==> config.mk <==
export PLATFORM = sky130hd
export DESIGN_NAME = demux_dispatch_ctrl
export DESIGN_NICKNAME = d
export VERILOG_FILES = /design/src/rtl/demux_pkg.sv /design/src/rtl/demux_stall_timer.sv /design/src/rtl/demux_dispatch_ctrl.sv
export SDC_FILE = /design/constraint.sdc
export NUM_CORES = 1
export LEC_CHECK = 0
export CORE_MARGIN = 1
export CORE_UTILIZATION = 40
export DETAILED_ROUTE_END_ITERATION = 12
export PLACE_DENSITY = 0.74
export SETUP_SLACK_MARGIN = 0.15
export SKIP_LAST_GASP = 1
export SYNTH_ARGS = -nofsm -noshare
export SYNTH_HDL_FRONTEND = slang
export SYNTH_HIERARCHICAL = 1
export SYNTH_SLANG_ARGS = --single-unit
==> constraint.sdc <==
create_clock -name clk -period 2.9 [get_ports clk]
set_input_delay 0.58 -clock clk [delete_from_list [all_inputs] [get_ports clk]]
set_output_delay 0.58 -clock clk [all_outputs]
set_load 0.1 [all_outputs]
==> src/rtl/demux_pkg.sv <==
// Shared types and helpers for the 1-to-8 demux controller and datapath.
// Latency: n/a (types and a combinational decode function only).
// Backpressure: n/a.
package demux_pkg;

    typedef enum logic {
        IDLE = 1'b0,
        HOLD = 1'b1
    } state_t;

    localparam logic MODE_ADDR = 1'b0;
    localparam logic MODE_RR   = 1'b1;

    // Callers size the result down to their own sink count.
    function automatic logic [31:0] onehot(input logic [4:0] idx);
        return 32'd1 << idx;
    endfunction

endpackage

==> src/rtl/demux_stall_timer.sv <==
// Counts stalled HOLD cycles and flags the cycle on which the held word expires.
// Latency: fire is combinational from the count and en; the count updates on the next edge.
// Backpressure: en is low on a delivering cycle, so a delivery always beats expiry.
module demux_stall_timer #(
    parameter int TIMEOUT = 16
) (
    input  logic clk,
    input  logic rst_n,
    input  logic clr,
    input  logic en,
    output logic fire
);

    localparam int TW = (TIMEOUT > 2) ? $clog2(TIMEOUT) : 1;
    localparam logic [TW-1:0] LAST = TW'((TIMEOUT > 0) ? TIMEOUT - 1 : 0);

    logic [TW-1:0] cnt;

    always_ff @(posedge clk or negedge rst_n) begin
        if (!rst_n) begin
            cnt <= '0;
        end else if (clr) begin
            cnt <= '0;
        end else if (en) begin
            cnt <= cnt + TW'(1);
        end
    end

    // TIMEOUT of zero disables expiry; the counter just free-runs harmlessly.
    assign fire = (TIMEOUT != 0) && en && (cnt == LAST);

endmodule

==> src/rtl/demux_dispatch_ctrl.sv <==
// Steers each accepted word to one of N_OUT sinks, addressed or round-robin.
// Latency: 1 cycle from capture to out_valid; sustains 1 word/cycle when the sink is ready.
// Backpressure: in_ready follows the addressed sink's ready; stalled words drop after TIMEOUT.
module demux_dispatch_ctrl
    import demux_pkg::*;
#(
    parameter int DATA_W  = 8,
    parameter int N_OUT   = 8,
    parameter int SEL_W   = 3,
    parameter int TIMEOUT = 16,
    parameter int CNT_W   = 8
) (
    input  logic              clk,
    input  logic              rst_n,
    input  logic              mode,
    input  logic              in_valid,
    input  logic [DATA_W-1:0] in_data,
    input  logic [SEL_W-1:0]  in_dest,
    output logic              in_ready,
    input  logic [N_OUT-1:0]  out_ready,
    output logic [SEL_W-1:0]  sel,
    output logic [N_OUT-1:0]  out_valid,
    output logic [DATA_W-1:0] out_data,
    output logic              busy,
    output logic [CNT_W-1:0]  drop_cnt,
    output logic [SEL_W-1:0]  rr_ptr
);

    state_t            state;
    state_t            state_nxt;
    logic              deliver;
    logic              fire;
    logic              done;
    logic              capture;
    logic              word_rr;
    logic [SEL_W-1:0]  rr_eff;

    assign deliver  = (state == HOLD) && out_ready[sel];
    assign done     = deliver || fire;
    assign in_ready = (state == IDLE) || done;
    assign capture  = in_valid && in_ready;

    // A word captured on the same edge that retires an RR word must see the advanced pointer.
    assign rr_eff = (done && word_rr) ? rr_ptr + SEL_W'(1) : rr_ptr;

    demux_stall_timer #(
        .TIMEOUT (TIMEOUT)
    ) u_timer (
        .clk   (clk),
        .rst_n (rst_n),
        .clr   (capture || done),
        .en    ((state == HOLD) && !deliver),
        .fire  (fire)
    );

    always_ff @(posedge clk or negedge rst_n) begin
        if (!rst_n) begin
            state <= IDLE;
        end else begin
            state <= state_nxt;
        end
    end

    always_comb begin
        state_nxt = state;
        case (state)
            IDLE: if (capture) state_nxt = HOLD;
            HOLD: if (done && !capture) state_nxt = IDLE;
            default: state_nxt = IDLE;
        endcase
    end

    always_comb begin
        busy      = (state == HOLD);
        out_valid = '0;
        if (state == HOLD) begin
            out_valid = N_OUT'(onehot(5'(sel)));
        end
    end

    always_ff @(posedge clk or negedge rst_n) begin
        if (!rst_n) begin
            out_data <= '0;
            sel      <= '0;
            word_rr  <= MODE_ADDR;
            rr_ptr   <= '0;
            drop_cnt <= '0;
        end else begin
            rr_ptr <= rr_eff;
            if (capture) begin
                out_data <= in_data;
                sel      <= (mode == MODE_RR) ? rr_eff : in_dest;
                word_rr  <= mode;
            end
            if (fire && (drop_cnt != {CNT_W{1'b1}})) begin
                drop_cnt <= drop_cnt + CNT_W'(1);
            end
        end
    end

endmodule

## After elaboration in Yosys (flattened, before gate mapping)

Index checks and enable logic that the tools add are counted.

- Register bits: 28
- Input bits: 23

- Mux-type cells: 10
- Equality and inequality tests: 2
- Reductions and logical operators: 13
- Order comparisons: 1
- Bitwise logic cells: 1
- Add/subtract/negate cells: 3
- Shifts and indexed selects: 1

Operators by type and width:

| kind | number |
|---|---|
| $add 8x1->8 const B | 1 |
| $mux 4 | 2 |
| $mux 8 | 1 |
| $ne 8x8->1 const B | 1 |
| $shl 1x3->8 const A | 1 |
| $logic_and 1x1->1 | 7 |
| $mux 3 | 2 |
| $add 4x1->4 const B | 1 |
| $eq 4x4->1 const B | 1 |
| $lt 3x4->1 const B | 1 |
| $add 3x1->3 const B | 1 |
| $bmux 1 s3 | 1 |
| $logic_or 1x1->1 | 3 |
| $mux 1 | 3 |
| $logic_not 1->1 | 2 |
| $pmux 1 s2 | 1 |
| $reduce_bool 2->1 | 1 |
| $not 1->1 | 1 |

## Logic depth before layout (Yosys ltp)

Gate-level depths: netlist (run 1).

- Depth after elaboration: 13
- Depth in mapped cells: 11
- Depth with buffers taken out: 9

## Modules after synthesis

Netlist (run 1), hierarchy kept.

By module, submodules not included:

| module | times used | cells each | area an instance (um^2) | sequential area each (um^2) |
|---|---|---|---|---|
| demux_dispatch_ctrl | 1 | 116 | 1273.7 | 600.6 |
| demux_stall_timer | 1 | 18 | 227.7 | 100.1 |

## Worst setup path after synthesis (run 1)

OpenSTA, ideal clock, no wires.

- Path kind: flip-flop to flip-flop
- From: reg sel[0]
- To: reg sel[2]
- Library setup time: 129 ps
- Cell stages (with the launch flop): 12
- Arrival: 3987 ps
- Setup slack: -1215 ps
- Cell sequence: dfrtp_1 > buf_6 > mux4_2 > mux2i_1 > and2_1 > buf_6 > and4_1 > inv_1 > nand3_1 > nand2_1 > buf_4 > mux2_1

RTL lines:

| item | RTL line | text |
|---|---|---|
| start, declared | demux_dispatch_ctrl.sv:21 | `output logic [SEL_W-1:0] sel,` |
| start signal, assigned | demux_dispatch_ctrl.sv:92 | `sel <= (mode == MODE_RR) ? rr_eff : in_dest;` |
| $bmux 1 s3 | demux_dispatch_ctrl.sv:38 | `assign deliver = (state == HOLD) && out_ready[sel];` |
| $mux 1 (implied by the code) | demux_dispatch_ctrl.sv:38 |  |
| $logic_and 1x1->1 | demux_dispatch_ctrl.sv:38 |  |
| $logic_not 1->1 | demux_dispatch_ctrl.sv:52 | `.en ((state == HOLD) && !deliver),` |
| $logic_and 1x1->1 | demux_dispatch_ctrl.sv:52 |  |
| $logic_and 1x1->1 | demux_stall_timer.sv:30 | `assign fire = (TIMEOUT != 0) && en && (cnt == LAST);` |
| named net fire | demux_dispatch_ctrl.sv:32 | `logic fire;` |
| $logic_or 1x1->1 | demux_dispatch_ctrl.sv:39 | `assign done = deliver \|\| fire;` |
| $logic_or 1x1->1 | demux_dispatch_ctrl.sv:40 | `assign in_ready = (state == IDLE) \|\| done;` |
| named net in_ready | demux_dispatch_ctrl.sv:19 | `output logic in_ready,` |
| $logic_and 1x1->1 | demux_dispatch_ctrl.sv:41 | `assign capture = in_valid && in_ready;` |

The timed path passes the listed nets, and every way through them passes these cells. The select of a mux whose other input is x is not followed.
A chain may end at the register's enable or synchronous reset.

## Worst setup path after layout (run 1)

- From: in out_ready[3]
- To: out in_ready

- Cells in the longest elaborated chain, start to end: 8

Ends and longest elaborated chain:

| item | RTL line | text |
|---|---|---|
| start, declared | demux_dispatch_ctrl.sv:20 | `input logic [N_OUT-1:0] out_ready,` |
| $bmux 1 s3 | demux_dispatch_ctrl.sv:38 |  |
| $mux 1 (implied by the code) | demux_dispatch_ctrl.sv:38 |  |
| $logic_and 1x1->1 | demux_dispatch_ctrl.sv:38 |  |
| $logic_not 1->1 | demux_dispatch_ctrl.sv:52 |  |
| $logic_and 1x1->1 | demux_dispatch_ctrl.sv:52 |  |
| $logic_and 1x1->1 | demux_stall_timer.sv:30 |  |
| named net fire | demux_dispatch_ctrl.sv:32 |  |
| $logic_or 1x1->1 | demux_dispatch_ctrl.sv:39 |  |
| $logic_or 1x1->1 | demux_dispatch_ctrl.sv:40 |  |
| end, declared | demux_dispatch_ctrl.sv:19 |  |

The timed path passes the listed nets, and every way through them passes these cells. The select of a mux whose other input is x is not followed.

==> flow_metrics.tcl, run 1 <==
set metrics [dict create \
    status "complete, no violations" \
    synth_mux_area_share_pct 18.7 \
    synth_top_family_by_area "multiplexers" \
    critPathTopFamily "multiplexers" \
    clock-root-buffer "clkbuf_8" \
    synth_compound_area_share_pct 6.58 \
    synthCells 134 \
    slowest_stage "mux4_2" \
    fmax_mhz 362 \
    antenna_left 0 \
    fp.dieH_um 63.3 \
    rsz0062_at_grt "true" \
    final_max_slew_viol_count 0 \
    synth.avg_cell_area_um2 11.2 \
    required_ps 2320 \
    cp_max_fo 2 \
    cts_tree "yes" \
    drc 0 \
    synthAdderAreaFrac_pct 2.50 \
    final_area_mm2 0.00227 \
    grt_first_pass_wirelength_um 5870 \
    firstDrtPassIters 4 \
    ioPinCount 55 \
    endpoint_kind "primary output" \
    drt_iter0_markers 32 \
    cts_buffer_depth 2 \
    start_kind "input port" \
    relSlewSlack_pct 77.2 \
    wl_per_cell_um 13.9 \
    hpwl_um 2710 \
    cap_violations 0 \
    final_net_count 230 \
    fin_skew_ps 7.66 \
    seq_area_um2 708 \
    num_rows 21 \
    yosysUniqueCellTypes 32 \
    drt-total-wl_um 3460 \
    clk_pin_slew_ps 90 \
    viasPerCell 5.11 \
    multiInputGateArea_um2 843 \
    tightestPinTransition_ps 339 \
    grt_max_degree 17 \
    ys_ff_latch 28 \
    area_growth_pct 51.2 \
    crit_arrival_ps 2180 \
    synth_nets 160 \
    grt_overflow_total 0 \
    cts.hold.buffers_added 0 \
    core-area_mm2 0.00347 \
    slowest_delay_ps 460 \
    min_period_over_period_pct 95.3 \
    synth_area_mm2 0.00150 \
    grt_usage_pct 18.7 \
    setup_viol 0 \
    gp_congestion 0.784 \
    port_buffers 54 \
    place_area_mm2 0.00217 \
    path_class "input port to primary output" \
    critPathBufInv 3 \
    nFillCells 286 \
    dieArea_mm2 0.00400 \
    drive_gt1_share_pct 45.3 \
    vias 1272 \
    cts_max_level 1 \
    hold_viol 0 \
    timing.critical_path.cells "dlygate4sd2_1 > mux4_2 > mux2i_2 > and2_1 > and4_4 > inv_6 > nand3_4 > buf_12" \
    ys_seq_area_share_pct 46.7 \
    grt_pass1_vias 1305 \
    die_x_um 63.3 \
    diodes 0 \
    cts_sinks 28 \
    period_needed_ps 2760 \
    antenna_found_initial 0 \
    synth_xor_area_share_pct 4.67 \
    yosysWarnings 6 \
    synthSimpleGateAreaFrac_pct 17.3 \
    insertion_delay_ps 270 \
    start_util_pct 43.3 \
    hp-class "register to register" \
    cts_made_buffers 3 \
]
-- kinds of logic after synthesis --
family,after synthesis
buffers and inverters,9
xor gates and xnor gates,8
and+or+nand+nor,51
AOI/OAI and AO/OA,13
muxes,22
adders and majority gates,3
DFF,28
-- final timing paths --
kind	depth (start not counted)	startpoint	slack [ps]	to
max	8	out_ready[3]	140	in_ready
min	1	out_data[7]$_DFFE_PN0P_	510	out_data[7]$_DFFE_PN0P_
max reg2reg	10	sel[0]$_DFFE_PN0P_	250	sel[1]$_DFFE_PN0P_
min reg2reg	1	out_data[7]$_DFFE_PN0P_	510	out_data[7]$_DFFE_PN0P_
max in group asynchronous	2	rst_n	1850	sel[0]$_DFFE_PN0P_
min in group asynchronous	1	rst_n	540	rr_ptr[1]$_DFF_PN0_
-- cell usage after synthesis --
library cell / n / share of area [%]
dfrtp_1: 28 / 47
nand3_1: 7 / 2.3
xor2_1: 2 / 1.2
a41oi_2: 1 / 1.1
mux2_1: 2 / 1.5
nand3b_1: 1 / 0.50
nand2_1: 13 / 3.3
inv_1: 3 / 0.75
mux2i_1: 3 / 2.0
nor3_1: 3 / 1.0
clkbuf_1: 3 / 0.75
mux4_2: 2 / 3.0
buf_4: 1 / 0.50
nand4_4: 1 / 1.4
nor2b_1: 3 / 1.3
and2_1: 2 / 0.83
a41oi_1: 2 / 1.2
a21bo_1: 1 / 0.67
mux2_4: 4 / 4.0
and4_1: 2 / 1.2
and3_1: 2 / 0.83
a32o_1: 1 / 0.67
nor2_1: 14 / 3.5
a21boi_0: 1 / 0.50
buf_6: 2 / 1.5
a31oi_1: 2 / 0.83
ha_1: 3 / 2.5
o21ai_0: 1 / 0.33
xnor2_1: 6 / 3.5
nand2b_1: 3 / 1.3
a21oi_1: 4 / 1.3
mux2_2: 11 / 8.3
-- layout by cell type (no fill, tap or decap), drive strengths merged --
cell	instances
a21bo	1
a21boi	1
a21oi	4
a31oi	2
a32o	1
a41oi	3
and2	2
and3	2
and4	2
buf	49
clkbuf	4
clkdlybuf4s15	7
clkdlybuf4s50	14
dfrtp	28
dlygate4sd2	1
ha	3
inv	3
mux2	17
mux2i	3
mux4	2
nand2	13
nand2b	3
nand3	7
nand3b	1
nand4	1
nor2	14
nor2b	3
nor3	3
o21ai	1
xnor2	6
xor2	2
-- per-layer routing --
| metal | wire length, um | GRT usage, % |
|---|---|---|
| met3 | 132 | 2.90 |
| met5 | 0 | 0 |
| met4 | 11 | 4.26 |
| met1 | 1540 | 23.6 |
| met2 | 1770 | 33.3 |
-- layout make-up --
class / instances / area share (%)
Clock buffer: 4 / 1.98
Timing Repair Buffer: 71 / 26.4
Sequential cell: 28 / 31.2
Inverter: 3 / 0.717
Multi-Input combinational cell: 97 / 37.2
Tap cell: 46 / 2.54
-- flip-flops by register name, summed over array words and instances (netlist names) --
register / cells
out_data: 8
u_timer/cnt: 4
busy: 1
rr_ptr: 3
word_rr: 1
sel: 3
drop_cnt: 8
-- repair_timing --
action                     in CTS  in global routing
gates resized for setup        16                  0
setup endpoints to repair       3                  1
setup buffers                   7                  0
pin swaps                       1                  1
hold endpoints to repair        0                  0
-- stage by stage --
stage / util (%) / worst slack [ps] / std cells / TNS [ps] / hold WS, ps
detailed placement: 62.6 / -163 / 238 / -1080 / 496
floorplan: - / -174 / 134 / -1810 / 284
CTS: 65.4 / 125 / 249 / 0 / 520
global placement: 62.6 / -92.5 / 238 / -273 / 490
finish: 65.4 / 136 / 249 / 0 / 513
global route: 65.4 / 75.0 / 249 / 0 / 538
Power of run 1 is not shown: default switching activity piles up to over one toggle a cycle in this logic, so the estimate is an artifact.
==> inputs of run 2 (changes only) <==
- GPL_ROUTABILITY_DRIVEN: unset -> 1
==> results of run 2 <==
Same layout as run 1: the final DEF is identical, and so are final timing and power.
Power of run 2 is left out for the same reason.
==> inputs of run 3 (changes only) <==
- CORE_ASPECT_RATIO: unset -> 1.75
==> run 3 against run 2 <==
  * Clock skew down 5.9 ps
  * Register-to-register slack barely moved
  * Fmax is essentially flat
  * Worst setup slack got worse by 1.2 ps
  * Die area grew 0.25%
  * Hold slack gained 2.9 ps
  * Wire length up 5.0%
  * Highest routed layer unchanged
  * Global-route usage rose by 0.51 points
  * Count of clock-buffer cells in the layout fell by 1
  * Final cell count fell by 1.2%
==> flow_metrics.tcl, run 3 (synthesis results as in run 1) <==
set metrics [dict create \
    status "complete, no violations" \
    core-area_mm2 0.00359 \
    final_max_slew_viol_count 0 \
    port_buffers 54 \
    final_cells 246 \
    rsz0062_at_grt "true" \
    grt_overflow_total 0 \
    min_period_over_period_pct 95.4 \
    grt_first_pass_wirelength_um 6050 \
    crit_path_start "sel[0]$_DFFE_PN0P_" \
    met2_usage_pct 37.6 \
    gr-usage-met3_pct 3.11 \
    antenna_found_initial 0 \
    drc 0 \
    final_common_cell "buf_4" \
    relSlewSlack_pct 38.1 \
    firstDrtPassIters 4 \
    grt_max_degree 21 \
    clk_pin_slew_ps 90 \
    dieArea_mm2 0.00401 \
    place_inst 237 \
    hold_viol 0 \
    use_met1_pct 20.2 \
    period_needed_ps 2770 \
    cts_sinks 28 \
    diodes 0 \
    fin_skew_ps 1.80 \
    required_ps 2320 \
    clock-root-buffer "clkbuf_8" \
    final_net_count 227 \
    cts_made_buffers 3 \
    num_rows 29 \
    antenna_left 0 \
    largestRegisters "drop_cnt x8, out_data x8, u_timer/cnt x4" \
    fp.dieH_um 83.1 \
    viasPerCell 5.27 \
    nFillCells 283 \
    crit_arrival_ps 2190 \
    min_to "drop_cnt[3]$_DFFE_PN0P_" \
    cts_tree "yes" \
    hpwl_um 2830 \
    path_class "register to primary output" \
    die_x_um 48.3 \
    gp_congestion 0.857 \
    setup_viol 0 \
    hp-class "register to register" \
    drive_gt1_share_pct 46.0 \
    cap_violations 0 \
    cp_max_fo 4 \
    start_util_pct 41.8 \
    drt-total-wl_um 3630 \
    ff2ff_setup_slack_ps 250 \
    tightestPinTransition_ps 925 \
    fmax_mhz 362 \
    grt_usage_pct 19.2 \
    cts_buffer_depth 2 \
    min_from "drop_cnt[3]$_DFFE_PN0P_" \
    r2r-end "sel[1]$_DFFE_PN0P_" \
    area_growth_pct 52.5 \
    r2r-start "sel[0]$_DFFE_PN0P_" \
    endpoint_kind "primary output" \
    utilization_pct 63.7 \
    ioPinCount 55 \
    cts_max_level 1 \
    start_kind "register" \
    wl_per_cell_um 14.8 \
    final_cell_mix "45 x buf_4, 24 x dfrtp_1, 14 x clkdlybuf4s50_1" \
    grt_pass1_vias 1357 \
    insertion_delay_ps 270 \
    reg2reg_depth 10 \
    holdPathStages 1 \
    vias 1296 \
    drt_iter0_markers 19 \
    cts.hold.buffers_added 0 \
    busiest_layer "met2" \
]
run 3: cell count changes in the layout (fill, tap and decap cells not counted), sizes merged:
cell / before / now
clkdlybuf4s15: 7 / 8
bufinv: 0 / 1
clkbuf: 4 / 3
buf: 49 / 46
dlygate4sd2: 1 / 0
run 3: layer usage:
metal | share of wire [%] | vias up
met5 | 0 | -
met4 | 0.85 | 0
met3 | 5.0 | 5
met2 | 57 | 48
met1 | 37 | 641
li1 | - | 602
run 3: area by class of cell:
class	count	area, um2	area share (%)
tap	46	57.6	2.51
timing repair buffer	68	578	25.2
sequential	28	708	30.9
clock inverter	1	30.0	1.31
inverter	3	16.3	0.710
clock buffer	3	41.3	1.80
multi-input combinational	97	858	37.5
run 3: worst max-delay path by stage:
stage / end / slack, ps
after CTS: in_ready / 110
final: in_ready / 130
after global placement: sel[1]$_DFFE_PN0P_ / -110
after detailed placement: sel[1]$_DFFE_PN0P_ / -190
after floorplan: sel[1]$_DFFE_PN0P_ / -170
after global routing: in_ready / 80
run 3: per-stage QoR:
| step | area (um2) | setup TNS (ps) | hold slack (ps) | setup WS, ps |
|---|---|---|---|---|
| after floorplan | 1610 | -1810 | 284 | -174 |
| after global placement | 2160 | -308 | 494 | -111 |
| after CTS | 2270 | 0 | 515 | 110 |
| after detailed placement | 2160 | -1700 | 496 | -194 |
| final | 2290 | 0 | 516 | 135 |
| after global routing | 2290 | 0 | 537 | 81.8 |
run 3: critical path, stage by stage, from the launching register on:
cell and delay [ps]:
dfrtp_4 450, mux4_2 550, mux2i_4 180, and2_4 180, and4_4 250, inv_6 40, nand3_4 80, buf_12 170
run 3: timing repair:
item | in CTS | in global routing
setup buffers | 4 | 1
setup endpoints to repair | 3 | 3
gates resized for setup | 18 | 2
pin swaps | 1 | 1
Power of run 3 is left out for the same reason.
